File: src/rtl/inner_product_acc_if.sv
// rtl/inner_product_acc_if.sv - controller-side handshake bundle for inner_product_acc
interface inner_product_acc_if #(
    parameter int number_of_elements = 4
);
    logic                            start;
    logic                            acc_en;
    logic [32*number_of_elements-1:0] In1;
    logic [32*number_of_elements-1:0] In2;
    logic                            busy;
    logic [31:0]                     out;
    logic                            out_stb;
    logic                            out_ack;

    modport master (
        output start, acc_en, In1, In2, out_ack,
        input  busy, out, out_stb
    );

    modport slave (
        input  start, acc_en, In1, In2, out_ack,
        output busy, out, out_stb
    );
endinterface

File: src/rtl/inner_product_acc.sv
// rtl/inner_product_acc.sv - single-precision dot product with optional chaining onto the previous result
module fp_unit #(
    parameter bit IS_ADD = 1'b0
) (
    input  logic        clk,
    input  logic        rst,
    input  logic [31:0] a,
    input  logic [31:0] b,
    input  logic        a_stb,
    input  logic        b_stb,
    output logic        a_ack,
    output logic        b_ack,
    output logic [31:0] z,
    output logic        z_stb,
    input  logic        z_ack
);
    localparam logic [1:0] U_IDLE = 2'd0, U_CALC = 2'd1, U_OUT = 2'd2;

    logic [1:0]  st_q, st_d;
    logic [31:0] opa_q, opa_d, opb_q, opb_d, z_q, z_d;
    logic        ack_q, ack_d, zs_q, zs_d;

    // Round-to-nearest-even on normal operands; denormals are flushed to zero.
    function automatic logic [31:0] fp_mul(input logic [31:0] x, input logic [31:0] y);
        logic              s, g, st;
        logic [47:0]       p;
        logic [24:0]       m;
        logic signed [9:0] e;
        s = x[31] ^ y[31];
        if (x[30:23] == 8'd0 || y[30:23] == 8'd0) return {s, 31'd0};
        p = {1'b1, x[22:0]} * {1'b1, y[22:0]};
        e = $signed({2'b00, x[30:23]}) + $signed({2'b00, y[30:23]}) - 10'sd127;
        if (p[47]) begin
            m = {1'b0, p[47:24]}; g = p[23]; st = |p[22:0]; e = e + 10'sd1;
        end else begin
            m = {1'b0, p[46:23]}; g = p[22]; st = |p[21:0];
        end
        if (g && (st || m[0])) m = m + 25'd1;
        if (m[24]) begin m = m >> 1; e = e + 10'sd1; end
        if (e >= 10'sd255) return {s, 8'hFF, 23'd0};
        if (e <= 10'sd0) return {s, 31'd0};
        return {s, e[7:0], m[22:0]};
    endfunction

    function automatic logic [31:0] fp_add(input logic [31:0] x, input logic [31:0] y);
        logic [31:0]       p, q;
        logic [26:0]       mp, mq;
        logic [53:0]       t;
        logic [27:0]       s;
        logic [7:0]        d;
        logic [24:0]       m;
        logic              g, st;
        logic signed [9:0] e;
        int                sh;
        if (y[30:23] == 8'd0) return x;
        if (x[30:23] == 8'd0) return y;
        if (x[30:0] >= y[30:0]) begin p = x; q = y; end
        else begin p = y; q = x; end
        d  = p[30:23] - q[30:23];
        mp = {1'b1, p[22:0], 3'b000};
        if (d > 8'd26) mq = 27'd1;
        else begin
            t  = {1'b1, q[22:0], 3'b000, 27'd0} >> d;
            mq = t[53:27] | {26'd0, |t[26:0]};
        end
        s = (p[31] == q[31]) ? {1'b0, mp} + {1'b0, mq} : {1'b0, mp} - {1'b0, mq};
        if (s == 28'd0) return 32'h0;
        e = $signed({2'b00, p[30:23]});
        if (s[27]) begin
            s = {1'b0, s[27:2], s[1] | s[0]};
            e = e + 10'sd1;
        end else begin
            sh = 0;
            for (int i = 0; i <= 26; i++) if (s[i]) sh = 26 - i;
            s = s << sh;
            e = e - $signed(10'(sh));
        end
        m = {1'b0, s[26:3]}; g = s[2]; st = |s[1:0];
        if (g && (st || m[0])) m = m + 25'd1;
        if (m[24]) begin m = m >> 1; e = e + 10'sd1; end
        if (e >= 10'sd255) return {p[31], 8'hFF, 23'd0};
        if (e <= 10'sd0) return {p[31], 31'd0};
        return {p[31], e[7:0], m[22:0]};
    endfunction

    always_comb begin
        st_d  = st_q;
        opa_d = opa_q;
        opb_d = opb_q;
        z_d   = z_q;
        ack_d = 1'b0;
        zs_d  = zs_q;
        case (st_q)
            U_IDLE: if (a_stb && b_stb) begin
                opa_d = a; opb_d = b; ack_d = 1'b1; st_d = U_CALC;
            end
            U_CALC: begin
                z_d  = IS_ADD ? fp_add(opa_q, opb_q) : fp_mul(opa_q, opb_q);
                zs_d = 1'b1;
                st_d = U_OUT;
            end
            U_OUT: if (z_ack) begin
                zs_d = 1'b0; st_d = U_IDLE;
            end
            default: st_d = U_IDLE;
        endcase
    end

    always_ff @(posedge clk) begin
        if (rst) begin
            st_q <= U_IDLE; opa_q <= '0; opb_q <= '0; z_q <= '0; ack_q <= 1'b0; zs_q <= 1'b0;
        end else begin
            st_q <= st_d; opa_q <= opa_d; opb_q <= opb_d; z_q <= z_d; ack_q <= ack_d; zs_q <= zs_d;
        end
    end

    assign a_ack = ack_q;
    assign b_ack = ack_q;
    assign z     = z_q;
    assign z_stb = zs_q;
endmodule

module inner_product_acc #(
    parameter int number_of_elements = 4,
    parameter int LANES              = 2
) (
    input logic               clk,
    input logic               rst,
    inner_product_acc_if.slave bus
);
    localparam int N  = number_of_elements;
    localparam int NB = (LANES > 0) ? N / LANES : 1;
    localparam int BW = (NB > 1) ? $clog2(NB) : 1;
    localparam int KW = (LANES > 1) ? $clog2(LANES) : 1;

    localparam logic [2:0] IDLE = 3'd0, MUL_ISSUE = 3'd1, MUL_WAIT = 3'd2,
                           ADD_ISSUE = 3'd3, ADD_WAIT = 3'd4, DONE = 3'd5;

    if (N < 1 || LANES < 1 || (N % LANES) != 0) begin : g_bad_cfg
        $error("inner_product_acc: LANES must divide number_of_elements (>= 1)");
    end

    logic [2:0]              state_q, state_d;
    logic [BW-1:0]           batch_q, batch_d;
    logic [KW-1:0]           k_q, k_d;
    logic [31:0]             acc_q, acc_d, out_q, out_d;
    logic                    out_stb_q, out_stb_d;
    logic [32*N-1:0]         a_vec_q, a_vec_d, b_vec_q, b_vec_d;
    logic [LANES-1:0]        mul_stb_q, mul_stb_d, mul_zack_q, mul_zack_d, mul_done_q, mul_done_d;
    logic [LANES-1:0][31:0]  prod_q, prod_d;
    logic                    add_stb_q, add_stb_d, add_zack_q, add_zack_d;

    logic [LANES-1:0]        mul_aack, mul_back, mul_zstb;
    logic [LANES-1:0][31:0]  mul_z;
    logic                    add_aack, add_back, add_zstb;
    logic [31:0]             add_z;

    for (genvar l = 0; l < LANES; l++) begin : g_lane
        fp_unit #(.IS_ADD(1'b0)) u_mul (
            .clk   (clk),
            .rst   (rst),
            .a     (a_vec_q[32*(int'(batch_q)*LANES + l) +: 32]),
            .b     (b_vec_q[32*(int'(batch_q)*LANES + l) +: 32]),
            .a_stb (mul_stb_q[l]),
            .b_stb (mul_stb_q[l]),
            .a_ack (mul_aack[l]),
            .b_ack (mul_back[l]),
            .z     (mul_z[l]),
            .z_stb (mul_zstb[l]),
            .z_ack (mul_zack_q[l])
        );
    end

    fp_unit #(.IS_ADD(1'b1)) u_add (
        .clk   (clk),
        .rst   (rst),
        .a     (acc_q),
        .b     (prod_q[k_q]),
        .a_stb (add_stb_q),
        .b_stb (add_stb_q),
        .a_ack (add_aack),
        .b_ack (add_back),
        .z     (add_z),
        .z_stb (add_zstb),
        .z_ack (add_zack_q)
    );

    always_comb begin
        state_d    = state_q;
        batch_d    = batch_q;
        k_d        = k_q;
        acc_d      = acc_q;
        out_d      = out_q;
        out_stb_d  = out_stb_q;
        a_vec_d    = a_vec_q;
        b_vec_d    = b_vec_q;
        mul_stb_d  = mul_stb_q;
        mul_zack_d = '0;
        mul_done_d = mul_done_q;
        prod_d     = prod_q;
        add_stb_d  = add_stb_q;
        add_zack_d = 1'b0;
        case (state_q)
            IDLE: if (bus.start) begin
                state_d = MUL_ISSUE;
                batch_d = '0;
                acc_d   = bus.acc_en ? out_q : 32'h0;
                a_vec_d = bus.In1;
                b_vec_d = bus.In2;
            end
            MUL_ISSUE: begin
                mul_stb_d  = '1;
                mul_done_d = '0;
                state_d    = MUL_WAIT;
            end
            MUL_WAIT: begin
                for (int l = 0; l < LANES; l++) begin
                    if (mul_stb_q[l] && mul_aack[l] && mul_back[l]) mul_stb_d[l] = 1'b0;
                    if (mul_zstb[l] && !mul_done_q[l]) begin
                        prod_d[l]     = mul_z[l];
                        mul_done_d[l] = 1'b1;
                        mul_zack_d[l] = 1'b1;
                    end
                end
                if (&mul_done_d) begin
                    state_d = ADD_ISSUE;
                    k_d     = '0;
                end
            end
            ADD_ISSUE: begin
                add_stb_d = 1'b1;
                state_d   = ADD_WAIT;
            end
            ADD_WAIT: begin
                if (add_stb_q && add_aack && add_back) add_stb_d = 1'b0;
                if (add_zstb && !add_zack_q) begin
                    acc_d      = add_z;
                    add_zack_d = 1'b1;
                    if (k_q != KW'(LANES - 1)) begin
                        k_d     = k_q + KW'(1);
                        state_d = ADD_ISSUE;
                    end else if (batch_q == BW'(NB - 1)) begin
                        out_d     = add_z;
                        out_stb_d = 1'b1;
                        state_d   = DONE;
                    end else begin
                        batch_d = batch_q + BW'(1);
                        state_d = MUL_ISSUE;
                    end
                end
            end
            DONE: if (bus.out_ack) begin
                out_stb_d = 1'b0;
                state_d   = IDLE;
            end
            default: state_d = IDLE;
        endcase
    end

    always_ff @(posedge clk) begin
        if (rst) begin
            state_q <= IDLE;     batch_q <= '0;    k_q <= '0;
            acc_q <= '0;         out_q <= '0;      out_stb_q <= 1'b0;
            a_vec_q <= '0;       b_vec_q <= '0;
            mul_stb_q <= '0;     mul_zack_q <= '0; mul_done_q <= '0; prod_q <= '0;
            add_stb_q <= 1'b0;   add_zack_q <= 1'b0;
        end else begin
            state_q <= state_d;     batch_q <= batch_d;       k_q <= k_d;
            acc_q <= acc_d;         out_q <= out_d;           out_stb_q <= out_stb_d;
            a_vec_q <= a_vec_d;     b_vec_q <= b_vec_d;
            mul_stb_q <= mul_stb_d; mul_zack_q <= mul_zack_d; mul_done_q <= mul_done_d; prod_q <= prod_d;
            add_stb_q <= add_stb_d; add_zack_q <= add_zack_d;
        end
    end

    assign bus.busy    = (state_q != IDLE);
    assign bus.out     = out_q;
    assign bus.out_stb = out_stb_q;
endmodule

File: src/flat_wrapper.sv
// flat-port wrapper written by rule: the top's interface ports become plain ports
module inner_product_acc_flat 
#(
    parameter int number_of_elements = 4,
    parameter int LANES              = 2
)
  (clk, rst, bus_start, bus_acc_en, bus_In1, bus_In2, bus_out_ack, bus_busy, bus_out, bus_out_stb);
  inner_product_acc_if #(.number_of_elements(number_of_elements)) bus_i ();
  input logic clk;
  input logic rst;
  input wire logic [$bits(bus_i.start)-1:0] bus_start;
  input wire logic [$bits(bus_i.acc_en)-1:0] bus_acc_en;
  input wire logic [$bits(bus_i.In1)-1:0] bus_In1;
  input wire logic [$bits(bus_i.In2)-1:0] bus_In2;
  input wire logic [$bits(bus_i.out_ack)-1:0] bus_out_ack;
  output wire logic [$bits(bus_i.busy)-1:0] bus_busy;
  output wire logic [$bits(bus_i.out)-1:0] bus_out;
  output wire logic [$bits(bus_i.out_stb)-1:0] bus_out_stb;
  assign bus_i.start = bus_start;
  assign bus_i.acc_en = bus_acc_en;
  assign bus_i.In1 = bus_In1;
  assign bus_i.In2 = bus_In2;
  assign bus_i.out_ack = bus_out_ack;
  assign bus_busy = bus_i.busy;
  assign bus_out = bus_i.out;
  assign bus_out_stb = bus_i.out_stb;
  inner_product_acc #(.number_of_elements(number_of_elements), .LANES(LANES)) u_core (.clk(clk), .rst(rst), .bus(bus_i));
endmodule
File: config.mk
export PLATFORM = sky130hd
export DESIGN_NAME = inner_product_acc_flat
export DESIGN_NICKNAME = d
export VERILOG_FILES = /design/src/rtl/inner_product_acc_if.sv /design/src/rtl/inner_product_acc.sv /design/src/flat_wrapper.sv
export SDC_FILE = /design/constraint.sdc
export NUM_CORES = 2
export LEC_CHECK = 0
export ABC_CLOCK_PERIOD_IN_PS = 24600
export CELL_PAD_IN_SITES_DETAIL_PLACEMENT = 1
export CELL_PAD_IN_SITES_GLOBAL_PLACEMENT = 1
export CORE_ASPECT_RATIO = 0.75
export CORE_UTILIZATION = 52
export CTS_CLUSTER_SIZE = 12
export DETAILED_ROUTE_END_ITERATION = 16
export HOLD_SLACK_MARGIN = 0.08
export PLACE_DENSITY = 0.94
export SLEW_MARGIN = 20
export SYNTH_ARGS = -nofsm -noshare
export SYNTH_HDL_FRONTEND = slang
export SYNTH_HIERARCHICAL = 1
export SYNTH_SLANG_ARGS = --single-unit
export TNS_END_PERCENT = 50
File: constraint.sdc
create_clock -name clk -period 24.6 [get_ports clk]
set_input_delay 4.92 -clock clk [delete_from_list [all_inputs] [get_ports clk]]
set_output_delay 4.92 -clock clk [all_outputs]
set_load 0.01 [all_outputs]
==> metrics <==
nets between 10k and 15k; Sink Count roughly 700; Fillers approximately 19k; Worst R2R Start u_core/u_add/opb_q[26]$_SDFFE_PP0P_; setup TNS 0 ns; cts hold-fix bufs 0; Leak just under 40 nW; synth unique cells 140; grt met2 use between 70% and 80%; crit-path most repeated cell ha_1; ANT nets after route 0; EDFF count, synth 0; status finished, final reports clean; hold crit path type reg -> reg; H-Tree Depth 3; Top Usage Layer GRT met2; RR Endpoint u_core/u_add/z[21]$_SDFFE_PP0P_; crit path launch u_core/u_add/opb_q[26]$_SDFFE_PP0P_; Core Box Area between 150000 and 200000 sq um; largest family of logic cells by synthesized area adder cells; GRT met1 Usage slightly below 60%; Async SR Flop Fraction 0%; max-cap viol count 0; # Post-CTS Setup Buffers 0; Worst slew margin about 11%; Post-Syn Nets about 12k; Total Routed Length about 420000 um; Finished Layout Cells between 10k and 15k; total vias in the final route roughly 90k; fmax between 0.06 and 0.07 GHz; critical path launch point type flop; die area about 160000 sq um; clock-pin slew on the worst setup and hold paths about 0.06 ns; Final Max Slew Viols 0; Slew @ Worst Pin ~1.3 ns; Avg WL per Cell 33.1 um; pwr dens slightly above 50 nW/um^2; Starting Density between 50% and 60%; adder-cell share of the synthesized area between 30% and 40%; Clock Skew 0.104 ns; vias per cell 6.91; Placed Cells roughly 12k; Max VDD drop 0.0000688 V; WP buf/inv 4; M3 GR Usage 21.9%; total grt overflow 0; switching share of power between 40 and 50%; Final Critical Period between 15 and 20 ns; FP Rows 126; min-delay src u_core/g_lane[0].u_mul/z[16]$_SDFFE_PP0P_; final hold viol count 0; worst stage delay on the critical path just under 0.9 ns; Die H about 350 um; hpwl dp around 300000 um; CP Depth 54; Final Power 4.64 mW; share of cells above drive strength 1 under 10%; worst reg-to-reg setup slack slightly above 8 ns; RSZ-0062 raised after global routing no; CP required 25.14 ns; worst reg2reg path depth 54; CP delay by family, top simple AND/OR/NAND/NOR gates; Final setup viols 0; Worst-Skew Late Latency around 0.75 ns; post-cts sizing count 0; final worst-path cycle share around two thirds; Worst EP arrival 16.98 ns; number of global-route vias before repair 93.2k; Hold EP u_core/prod_q[16]$_SDFFE_PP0P_; Compound-Gate Fraction of Synth Area between 10% and 20%; crit path kind reg -> reg; final hold slack around 0.40 ns; Syn Area/Cell just under 8 sq um; Post-Synth Simple-Gate Area a little under a quarter; CP max stage cell or4_1; I/O pin count slightly below 300; CTS root buffer clkbuf_16; Gate power share between 40% and 50%; Initial DRC Count roughly 12k; sw power 2.13 mW; first-pass GRT wire length roughly 620000 um; CTS max path bufs 3; Crit Path Max Fanout 28; Synth Instances 10.6k; initial antenna violation count a little under 70; area delta synth->final 8.43%; sequential power share around 29%; Initial DRT Pass Iterations 9; Internal Power roughly 2.5 mW; Ys Warns 6; final RePlAce weighted congestion ~1.1; die width between 400 and 500 um; Buffers on Ports 294; mux cell area share after synthesis 4.21%; synthesized cell area about 84000 sq um; CTS tree yes; DRC Markers 0; Total GRT Usage 51.1%; WHS Path Cells 2; Clk pwr share between 20% and 30%; Seq/Total Area, Yosys between 10% and 20%; flops & latches, synth between 600 and 700; largest net degree at the start of global routing 104; TritonCTS Buffers 80; top_reg_cell synth dfxtp_1; Crit. End Element flop; post-synthesis xor/xnor area fraction roughly 2.1%
metal layers:
metal / routed length, um / vias to the layer above
met4: 38800 / 76
met3: 54600 / 2824
met2: 177000 / 6924
li1: - / 34567
met5: 816 / -
met1: 148000 / 43115
final cells by class:
cell class	count	area, sq um	share of cell area [%]
inverter	1268	4760	5.26
tap	2112	2640	2.92
clock inverter	25	515	0.569
sequential	698	14000	15.4
antenna	40	100	0.111
multi-input combinational	7951	62200	68.7
timing repair buffer	452	4150	4.58
clock buffer	110	2230	2.47
through the flow:
| step | util (%) | setup WS [ns] | cell area (sq um) |
|---|---|---|---|
| 2_1_floorplan | - | 11.01 | 83500 |
| 3_3_place_gp | 55.3 | 9.15 | 87700 |
| 3_5_place_dp | 55.3 | 8.79 | 87700 |
| 4_1_cts | 57.1 | 8.66 | 90400 |
| 5_1_grt | 57.1 | 7.26 | 90500 |
| 6_report | 57.2 | 8.16 | 90600 |
flip-flops by register name, summed over array words and instances, names as in the netlist, 32 cells and up:
name and count:
u_core/g_lane.u_mul/z 64, u_core/g_lane.u_mul/opb_q 64, u_core/b_vec_q 128, u_core/prod_q 64
u_core/u_add/opa_q 32, u_core/u_add/z 32, u_core/g_lane.u_mul/opa_q 64, u_core/u_add/opb_q 32
u_core/a_vec_q 128, u_core/bus.out 32, u_core/acc_q 32
worst max path at each step:
stage,slack [ns],endpoint
3_5_place_dp,8.79,u_core/u_add/z[14]$_SDFFE_PP0P_
6_report,8.16,u_core/u_add/z[21]$_SDFFE_PP0P_
2_1_floorplan,11.01,u_core/u_add/z[13]$_SDFFE_PP0P_
3_3_place_gp,9.15,u_core/u_add/z[1]$_SDFFE_PP0P_
4_1_cts,8.66,u_core/u_add/z[21]$_SDFFE_PP0P_
5_1_grt,7.26,u_core/u_add/z[21]$_SDFFE_PP0P_
power by group through the flow:
stage          Sequential [mW]  Combinational, mW  Clock, mW
2_1_floorplan             1.30               1.23          0
3_3_place_gp              1.33               1.83          0
3_5_place_dp              1.34               1.86          0
4_1_cts                   1.33               1.90       1.29
5_1_grt                   1.34               2.08       1.34
6_report                  1.34               2.00       1.30
synth_stat cells, types with 43 or more instances:
master	count	share of area, %
nand2_1	2147	9.6
inv_1	1257	5.6
fa_1	968	23
a21oi_1	862	5.2
dfxtp_1	698	17
and2_1	536	4.0
nor2_1	498	2.2
ha_1	469	7.0
clkbuf_1	451	2.0
o21ai_0	214	1.3
mux2_2	197	2.7
nand3_1	179	1.1
nor3_1	136	0.81
buf_2	129	0.77
xnor2_1	126	1.3
mux2i_1	112	1.3
nand4_1	106	0.79
a21o_1	71	0.64
a211oi_1	70	0.63
xor2_1	68	0.71
a31oi_1	60	0.45
o211ai_1	56	0.50
o21ai_1	54	0.32
and3_1	53	0.40
nor4_1	53	0.40
nand2b_1	49	0.37
or3_1	44	0.33
a311oi_1	43	0.45
kinds of logic after synthesis:
kind of cell,count (synthesis)
buffers and inverters,1915
DFF,698
AOI/OAI and AO/OA,1953
muxes,319
adders and majority gates,1437
and+or+nand+nor,4044
xor gates and xnor gates,198
cell usage in the layout, fill, tap and decap left out, drive strengths merged, types with 36 or more instances in the layout:
cell type      synthesis  layout
nor4                  63      63
nor2b                 40      40
a21oi                874     874
or4                   36      36
nand3                182     182
or3                   46      46
inv                 1261    1267
mux2                 201     201
buf                  195     159
a21o                  71      71
xor2                  68      68
nand2b                50      50
diode                  0      40
and2                 540     540
nor3                 141     141
nand2               2150    2150
fa                   968     968
a31oi                 61      61
xnor2                129     129
and3                  53      53
nand4                108     108
clkdlybuf4s50          0     293
o31ai                 40      40
dfxtp                698     698
a311oi                46      46
a211oi                79      79
o211ai                58      58
o21ai                273     273
o22ai                 41      41
nor2                 502     502
ha                   469     469
mux2i                113     113
clkbuf               452     110
worst reg2reg max path, delay by kind of cell, from the launching register on:
family	cells	cell delay, ns
AND/OR/NAND/NOR	29	8.92
AO/OA/AOI/OAI	14	3.18
adder cells (fa/ha/maj)	4	1.32
XOR/XNOR	3	1.30
buffers and inverters	4	1.20
flip-flops	1	0.42
Power figures use the tool's default switching activity.
